## config.mk

```make
export PLATFORM = sky130hd
export DESIGN_NAME = tdm_demux4
export DESIGN_NICKNAME = d
export VERILOG_FILES = /design/src/rtl/tdm_pkg.sv /design/src/rtl/tdm_slot_counter.sv /design/src/rtl/tdm_demux4.sv
export SDC_FILE = /design/constraint.sdc
export NUM_CORES = 1
export LEC_CHECK = 0
export CORE_AREA = 2 2 39 41
export CTS_CLUSTER_SIZE = 30
export DETAILED_ROUTE_END_ITERATION = 10
export DIE_AREA = 0 0 41 43
export GPL_ROUTABILITY_DRIVEN = 1
export PLACE_DENSITY = 0.72
export SLEW_MARGIN = 20
export SYNTH_ARGS = -nofsm -noshare
export SYNTH_HDL_FRONTEND = slang
export SYNTH_HIERARCHICAL = 1
export SYNTH_SLANG_ARGS = --single-unit
```

## constraint.sdc

```tcl
create_clock -name CLK -period 3.23 [get_ports CLK]
set_clock_uncertainty 0.2 [all_clocks]
set_input_delay 0.8075 -clock CLK [delete_from_list [all_inputs] [get_ports CLK]]
set_output_delay 0.8075 -clock CLK [all_outputs]
set_load 0.005 [all_outputs]
```

## src/rtl/tdm_pkg.sv

```systemverilog
// tdm_pkg: shared types, constants and helpers for the 4:1 TDM link
package tdm_pkg;
   typedef enum logic {HUNT, SYNC} state_t;
   localparam int TDM_LANES = 4;
   function automatic int sel_width(input int lanes);
      for (int w = 1; w < 32; w++)
         if ((1 << w) >= lanes) return w;
      return 32;
   endfunction
endpackage

```

## src/rtl/tdm_slot_counter.sv

```systemverilog
// tdm_slot_counter: slot index counter with enable, load-to-1, clear and wrap at LANES-1
module tdm_slot_counter #(
   parameter int LANES = 4,
   parameter int SELW  = 2
) (
   input  logic            clk_i,
   input  logic            rst_n_i,
   input  logic            en_i,
   input  logic            load1_i,
   input  logic            clr_i,
   output logic [SELW-1:0] cnt_o
);
   logic [SELW-1:0] cnt_q, cnt_d;
   // clear beats load beats increment; increment wraps after the last slot
   always_comb
      cnt_d = clr_i   ? '0 :
              load1_i ? SELW'(1) :
              en_i    ? ((cnt_q == SELW'(LANES - 1)) ? '0 : cnt_q + SELW'(1)) :
                        cnt_q;
   // counter register
   always_ff @(posedge clk_i or negedge rst_n_i)
      if (!rst_n_i) cnt_q <= '0;
      else          cnt_q <= cnt_d;
   assign cnt_o = cnt_q;
endmodule

```

## src/rtl/tdm_demux4.sv

```systemverilog
// tdm_demux4: TDM receiver rebuilding the parallel word from the serial slot stream
module tdm_demux4 import tdm_pkg::*; #(
   parameter int LANES = TDM_LANES,
   parameter int SELW  = sel_width(LANES)
) (
   input  logic             CLK,
   input  logic             RST_N,
   input  logic             DIN,
   input  logic             DIN_VALID,
   input  logic             FSYNC,
   output logic [LANES-1:0] OUT,
   output logic             OUT_VALID,
   output logic [SELW-1:0]  SEL,
   output logic             LOCKED,
   output logic             SYNC_ERR
);
   state_t           state_q, state_d;
   logic [LANES-1:0] word_q, word_d, out_q, out_d;
   logic             out_valid_q, out_valid_d, sync_err_q, sync_err_d;
   logic             cnt_en, cnt_load1, cnt_clr;

   tdm_slot_counter #(.LANES(LANES), .SELW(SELW)) u_cnt (
      .clk_i   (CLK),
      .rst_n_i (RST_N),
      .en_i    (cnt_en),
      .load1_i (cnt_load1),
      .clr_i   (cnt_clr),
      .cnt_o   (SEL)
   );

   // framing FSM: slot 0 always restarts the word so OUT only ever holds bits of one frame
   always_comb begin
      state_d     = state_q;
      word_d      = word_q;
      out_d       = out_q;
      out_valid_d = 1'b0;
      sync_err_d  = 1'b0;
      cnt_en      = 1'b0;
      cnt_load1   = 1'b0;
      cnt_clr     = 1'b0;
      if (DIN_VALID) begin
         if (FSYNC) begin
            sync_err_d = (state_q == SYNC) && (SEL != '0);
            word_d     = {{(LANES-1){1'b0}}, DIN};
            cnt_load1  = 1'b1;
            state_d    = SYNC;
         end else if (state_q == SYNC && SEL == '0) begin
            sync_err_d = 1'b1;
            cnt_clr    = 1'b1;
            state_d    = HUNT;
         end else if (state_q == SYNC) begin
            word_d[SEL] = DIN;
            cnt_en      = 1'b1;
            if (SEL == SELW'(LANES - 1)) begin
               out_d       = word_d;
               out_valid_d = 1'b1;
            end
         end
      end
   end

   // state, partial word and registered outputs
   always_ff @(posedge CLK or negedge RST_N)
      if (!RST_N) begin
         state_q     <= HUNT;
         word_q      <= '0;
         out_q       <= '0;
         out_valid_q <= 1'b0;
         sync_err_q  <= 1'b0;
      end else begin
         state_q     <= state_d;
         word_q      <= word_d;
         out_q       <= out_d;
         out_valid_q <= out_valid_d;
         sync_err_q  <= sync_err_d;
      end

   assign OUT       = out_q;
   assign OUT_VALID = out_valid_q;
   assign SYNC_ERR  = sync_err_q;
   assign LOCKED    = (state_q == SYNC);
endmodule
```

==> run summary, run 1 <==
status = completed
Crit Path Class = reg2out
area grow syn2layout = 30.82%
drt wl/cell = 12.99 um
latest clock arrival within the worst-skew pair = 0.28 ns
DP HPWL = 760.4 um
Ports = 14
CTS tree = done
first-pass GRT wire length = 1649 um
Met3 Wirelength = 53 um
CTS max path bufs = 2
Worst setup SP type = register
RSZ-0062 raised after global routing = no
Final ANT Viol Nets = 0
vias in the first global route = 358
Die Ht = 43 um
clock sink count = 12
final RePlAce weighted congestion = 0.7959
share of cells above drive strength 1 = 0.2500
via/cell ratio = 5.026
complex-gate fraction of the synthesized area = 0.09698
GRT Total Usage = 0.1449
Area contributors post-synth = dfrtp_1, mux2_4, nand3b_4
area share of the largest cell type after synthesis = 0.5172
Syn. warnings = 6
syn nets = 49
nature of the critical path endpoint = output port
# H-tree levels = 1
Post-synth EDFFs = 0
pwr dens = 788.4 nW/um^2
final core occ = 0.5488
Rel. slew slack = 0.6548
Mapped Avg Cell Area = 13.19 sq um
initial antenna violation count = 0
Bufs and invs on worst path = 1
worst path arrival time = 1.32 ns
Initial Utilization = 0.4195
synth unique cells = 23
count leader, synth = dfrtp_1
most area-hungry cell type in the Yosys netlist = dfrtp_1
TritonCTS buffer count = 3
highest routed layer = met4
Crit path largest cell delay = 0.56 ns
Final Critical Period = 2.324 ns
footprint of the multi-input gates = 261.5 sq um
Post-synth top cells = dfrtp_1, mux2_4, inv_1
Worst Path Max Fanout = 9
mux contribution to synthesized area = 0.1401
number of diodes = 0
Post-Synth Adder-Cell Area = 0
period utilization = 0.7196
Setup WS post-layout = 0.9057 ns
Setup TNS = 0 ns
# Max-Cap Violations = 0
post-synthesis sequential area ratio = 0.5172
Critical Path, Cell by Cell = clkdlybuf4s50_1
routed via count = 382
clk slew on worst S/H paths = 0.07 ns
Die Span X = 41 um
CTS Root Cell = clkbuf_4
R2R depth = 3
CP top delay family = buffers and inverters
Total Wirelength = 987 um
Simple-Gate Fraction of Synth Area = 0.1832
largest family of logic cells by synthesized area = simple AND/OR/NAND/NOR gates
static leakage = 0.3565 nW
core area = 1384 sq um
Peak supply drop = 0.0004981 V
Cells after Synth = 44
fmax = 430.2 MHz
CTS Hold Bufs = 0
Post-CTS Setup Inserts = 0
Yosys reg bits = 12
CP Data Required Time = 2.22 ns
final net count = 66
top_reg_cell synth = dfrtp_1
fill count = 121
slowest CP cell = clkdlybuf4s50_1
row count = 14
pre-CTS setup slack = 0.8127 ns
FF+latch area = 300.3 sq um
hold-critical path depth = 1
DRC Markers = 0
area of the die = 1763 sq um
Slew @ Worst Pin = 0.5162 ns
Mapped Area = 580.6 sq um
remaining global-route overflow = 0
largest net degree at the start of global routing = 13
Buffers on Ports = 13
met2 wire len = 466 um
first drt pass iteration count = 1
Synth async-reset ratio = 1.000
CP Depth = 1
Starting DRT DRC Count = 0
Fin. Hold Viols = 0
M1 WL = 449 um
cts repair resizes = 0
Hold Crit Class = reg2reg
Slew Viols, Final = 0
post-synthesis xor/xnor area fraction = 0.03017
Setup-failing EPs final = 0
-- path summary, 6_finish.rpt --
kind	to	startpoint	slack [ns]
max in group asynchronous	u_cnt/cnt_o[1]	RST_N	1.81
worst max register to register	OUT[0]	u_cnt/cnt_o[0]	1.76
worst min-delay path	word_q[1]	word_q[1]	0.31
worst max-delay path	SEL[0]	u_cnt/cnt_o[0]	0.91
min in group asynchronous	OUT[2]	RST_N	0.66
worst min register to register	word_q[1]	word_q[1]	0.31
-- cell families (layout without fill, tap and decap cells) --
kind of cell,after synthesis,in the layout
buffers and inverters,4,20
AND/OR/NAND/NOR,13,13
XOR/XNOR,2,2
AO/OA/AOI/OAI,7,7
multiplexers,6,6
flip-flops,12,12
-- registers in the layout (all words and copies together), names as in the netlist --
name and count:
OUT_VALID 1, u_cnt/cnt_o 2, word_q 3, OUT 4
LOCKED 1, SYNC_ERR 1
-- cells in the final DEF, fill, tap and decap left out --
master            n
dfrtp_1          12
o22ai_1           1
nand2_1           2
clkdlybuf4s50_1  13
a21bo_1           1
nor3_1            1
nor2_1            2
and3_2            1
xnor2_1           2
mux2_4            4
clkbuf_8          1
and2_2            2
a21o_1            1
clkbuf_4          3
nor2_8            1
inv_1             3
a21oi_1           1
nand3b_4          1
mux2_2            1
and3b_1           1
nand3b_1          2
o21ai_0           1
a32o_1            1
a211oi_2          1
mux2i_1           1
-- report_power, final --
| group | total (mW) | internal, mW | switching (mW) |
|---|---|---|---|
| sequential | 0.253 | 0.201 | 0.0524 |
| clock | 0.121 | 0.0686 | 0.0525 |
| combinational | 0.225 | 0.150 | 0.0743 |
| total | 0.599 | 0.420 | 0.179 |
-- through the flow --
step | hold WS (ns) | area, sq um | std cells | power (mW)
2_1_floorplan | 0.2660 | 580.6 | 44 | 0.3799
3_3_place_gp | 0.2783 | 723.2 | 72 | 0.4790
3_5_place_dp | 0.2924 | 723.2 | 72 | 0.4846
4_1_cts | 0.3089 | 759.5 | 76 | 0.6065
5_1_grt | 0.3351 | 759.5 | 76 | 0.6404
6_report | 0.3064 | 759.5 | 76 | 0.5987
-- area by class of cell --
class | instances | share of cell area
clock buffers | 4 | 0.04778
flip-flops and latches | 12 | 0.3954
well taps | 16 | 0.02636
inverters | 3 | 0.01483
repair buffers | 13 | 0.1713
multi-input cells | 28 | 0.3443
-- routing by layer --
layer  track usage  vias to the layer above
met4       0.08000                        0
met2        0.1969                       11
li1              -                      184
met1        0.1966                      185
met3       0.04712                        2
met5             0                        -
No activity file was read; power rests on OpenSTA's default activity.
==> run 2, diff against run 1 <==
Clock period 3.23 ns to 2.3 ns, I/O delays scaled along.
==> run 2 against run 1 <==
Non-clock buffer count did not move. Global-route usage shrank 1.1 points. Routed wire length is 5.0% lower. Worst hold slack got worse by 0.0034 ns. Power up 39%. Clock power grew 33%. Final cell count did not move. Sequential power up 42%. Register-to-register slack got worse by 0.96 ns. Worst setup slack got worse by 0.69 ns. Critical path type unchanged. Largest power group unchanged.
==> run summary, run 2 (synthesized netlist as in run 1, its figures left out) <==
CTS Root Cell = clkbuf_4 (unchanged)
area of the die = 1763 sq um (unchanged)
Slew @ Worst Pin = 0.5093 ns (was 0.5162 ns)
Worst Path Max Fanout = 9 (unchanged)
Setup WS post-layout = 0.2170 ns (was 0.9057 ns)
latest clock arrival within the worst-skew pair = 0.26 ns (was 0.28 ns)
R2R Path Start = u_cnt/cnt_o[0] (unchanged)
final net count = 66 (unchanged)
pre-CTS setup slack = 0.1269 ns (was 0.8127 ns)
Switching Share = 0.2921 (was 0.2992)
most common cell after layout, fill and taps aside = clkdlybuf4s50_1 (unchanged)
share of cells above drive strength 1 = 0.2500 (unchanged)
Hold Path End = word_q[1] (unchanged)
slowest CP cell = clkdlybuf4s50_1 (unchanged)
Starting DRT DRC Count = 3 (was 0)
period utilization = 0.9057
Worst setup SP type = register (unchanged)
worst path arrival time = 1.31 ns (was 1.32 ns)
RSZ-0062 raised after global routing = no (unchanged)
via/cell ratio = 4.934 (was 5.026)
Bufs and invs on worst path = 1 (unchanged)
Setup-failing EPs final = 0 (unchanged)
cts repair resizes = 0 (unchanged)
first drt pass iteration count = 4 (was 1)
Crit Path Class = reg2out (unchanged)
final non-filler cell total = 76 (unchanged)
# Max-Cap Violations = 0 (unchanged)
static leakage = 0.3565 nW (unchanged)
CTS Hold Bufs = 0 (unchanged)
most frequent cells in the layout = clkdlybuf4s50_1, dfrtp_1, mux2_4 (unchanged)
R2R depth = 4 (was 3)
hold_ws = 0.3030 ns (was 0.3064 ns)
remaining global-route overflow = 0 (unchanged)
final RePlAce weighted congestion = 0.7888 (was 0.7959)
core area = 1384 sq um (unchanged)
TritonCTS buffer count = 3 (unchanged)
r2r setup slk = 0.80 ns (was 1.76 ns)
Final Critical Period = 2.083 ns
power share of the combinational group = 0.377 (was 0.375)
DP HPWL = 744.1 um (was 760.4 um)
Post-CTS Setup Inserts = 0 (unchanged)
Reg power frac = 0.430 (was 0.423)
Setup TNS = 0 ns (unchanged)
Buffers on Ports = 13 (unchanged)
Switch Pwr = 0.2431 mW (was 0.1791 mW)
first-pass GRT wire length = 1504 um (was 1649 um)
clock share of power = 0.193 (was 0.202)
Die Ht = 43 um (unchanged)
DRC Markers = 0 (unchanged)
Hold Crit Class = reg2reg (unchanged)
largest net degree at the start of global routing = 13 (unchanged)
Die Span X = 41 um (unchanged)
status = completed (unchanged)
fmax = 480.1 MHz
initial antenna violation count = 0 (unchanged)
Fin. Hold Viols = 0 (unchanged)
placed instance count = 72 (unchanged)
Rel. slew slack = 0.6594 (was 0.6548)
final core occ = 0.5488 (unchanged)
Final Power = 0.8320 mW (was 0.5987 mW)
Post-DP Area = 723.2 sq um (unchanged)
max FFs per register = 4 (unchanged)
hold_sp = word_q[1] (unchanged)
Initial Utilization = 0.4195 (unchanged)
# H-tree levels = 1 (unchanged)
clk slew on worst S/H paths = 0.07 ns (about the same)
CP top delay family = buffers and inverters (unchanged)
Final Cell Area = 759.5 sq um (unchanged)
number of diodes = 0 (unchanged)
area grow syn2layout = 30.82% (unchanged)
Total Wirelength = 938 um (was 987 um)
routed via count = 375 (was 382)
vias in the first global route = 348 (was 358)
Ports = 14 (unchanged)
FF-to-FF End = u_cnt/cnt_o[1] (was OUT[0])
Pint = 0.5890 mW (was 0.4196 mW)
hold-critical path depth = 1 (unchanged)
Final ANT Viol Nets = 0 (unchanged)
CTS max path bufs = 2 (unchanged)
Crit path largest cell delay = 0.56 ns (about the same)
nature of the critical path endpoint = output port (unchanged)
Peak supply drop = 0.0005929 V (was 0.0004981 V)
CTS tree = done (unchanged)
clock sink count = 12 (unchanged)
CP Data Required Time = 1.52 ns (was 2.22 ns)
GRT Total Usage = 0.1334 (was 0.1449)
Slew Viols, Final = 0 (unchanged)
pwr dens = 1096 nW/um^2 (was 788.4 nW/um^2)
row count = 14 (unchanged)
Critical Path, Cell by Cell = clkdlybuf4s50_1 (unchanged)
drt wl/cell = 12.34 um (was 12.99 um)
-- run 2: cell counts in the layout (fill, tap and decap cells not counted) --
Identical to the previous run, type by type.
-- run 2: cell type report --
cell class | count | area, sq um
Timing Repair Buffer | 13 | 130.1
Clock buffer | 4 | 36.28
Multi-Input combinational cell | 28 | 261.5
Inverter | 3 | 11.26
Sequential cell | 12 | 300.3
Fill cell | 124 | 624.3
Tap cell | 16 | 20.02
-- run 2: per-layer routing --
layer | track usage | wire length (um) | up-vias
met5 | 0 | 0 | -
met4 | 0.08000 | 0 | 0
met3 | 0.03141 | 61 | 0
met2 | 0.1875 | 466 | 11
met1 | 0.1785 | 409 | 175
li1 | - | - | 189
-- run 2: worst max-delay path by stage --
stage                     depth (start not counted)           start  slack (ns)        endpoint
final                                             1  u_cnt/cnt_o[0]        0.22          SEL[0]
after global routing                              1  u_cnt/cnt_o[0]        0.17          SEL[0]
after CTS                                         1  u_cnt/cnt_o[0]        0.21          SEL[0]
after detailed placement                          5       DIN_VALID        0.13  u_cnt/cnt_o[1]
after global placement                            5       DIN_VALID        0.12  u_cnt/cnt_o[1]
after floorplan                                   3           FSYNC        0.77          OUT[0]
-- run 2: power by group through the flow --
| stage | Clock, mW | Combinational (mW) | Sequential [mW] |
|---|---|---|---|
| 3_3_place_gp | 0 | 0.314 | 0.357 |
| 3_5_place_dp | 0 | 0.319 | 0.362 |
| 5_1_grt | 0.179 | 0.339 | 0.370 |
| 6_report | 0.161 | 0.314 | 0.358 |
| 2_1_floorplan | 0 | 0.188 | 0.346 |
| 4_1_cts | 0.168 | 0.320 | 0.358 |
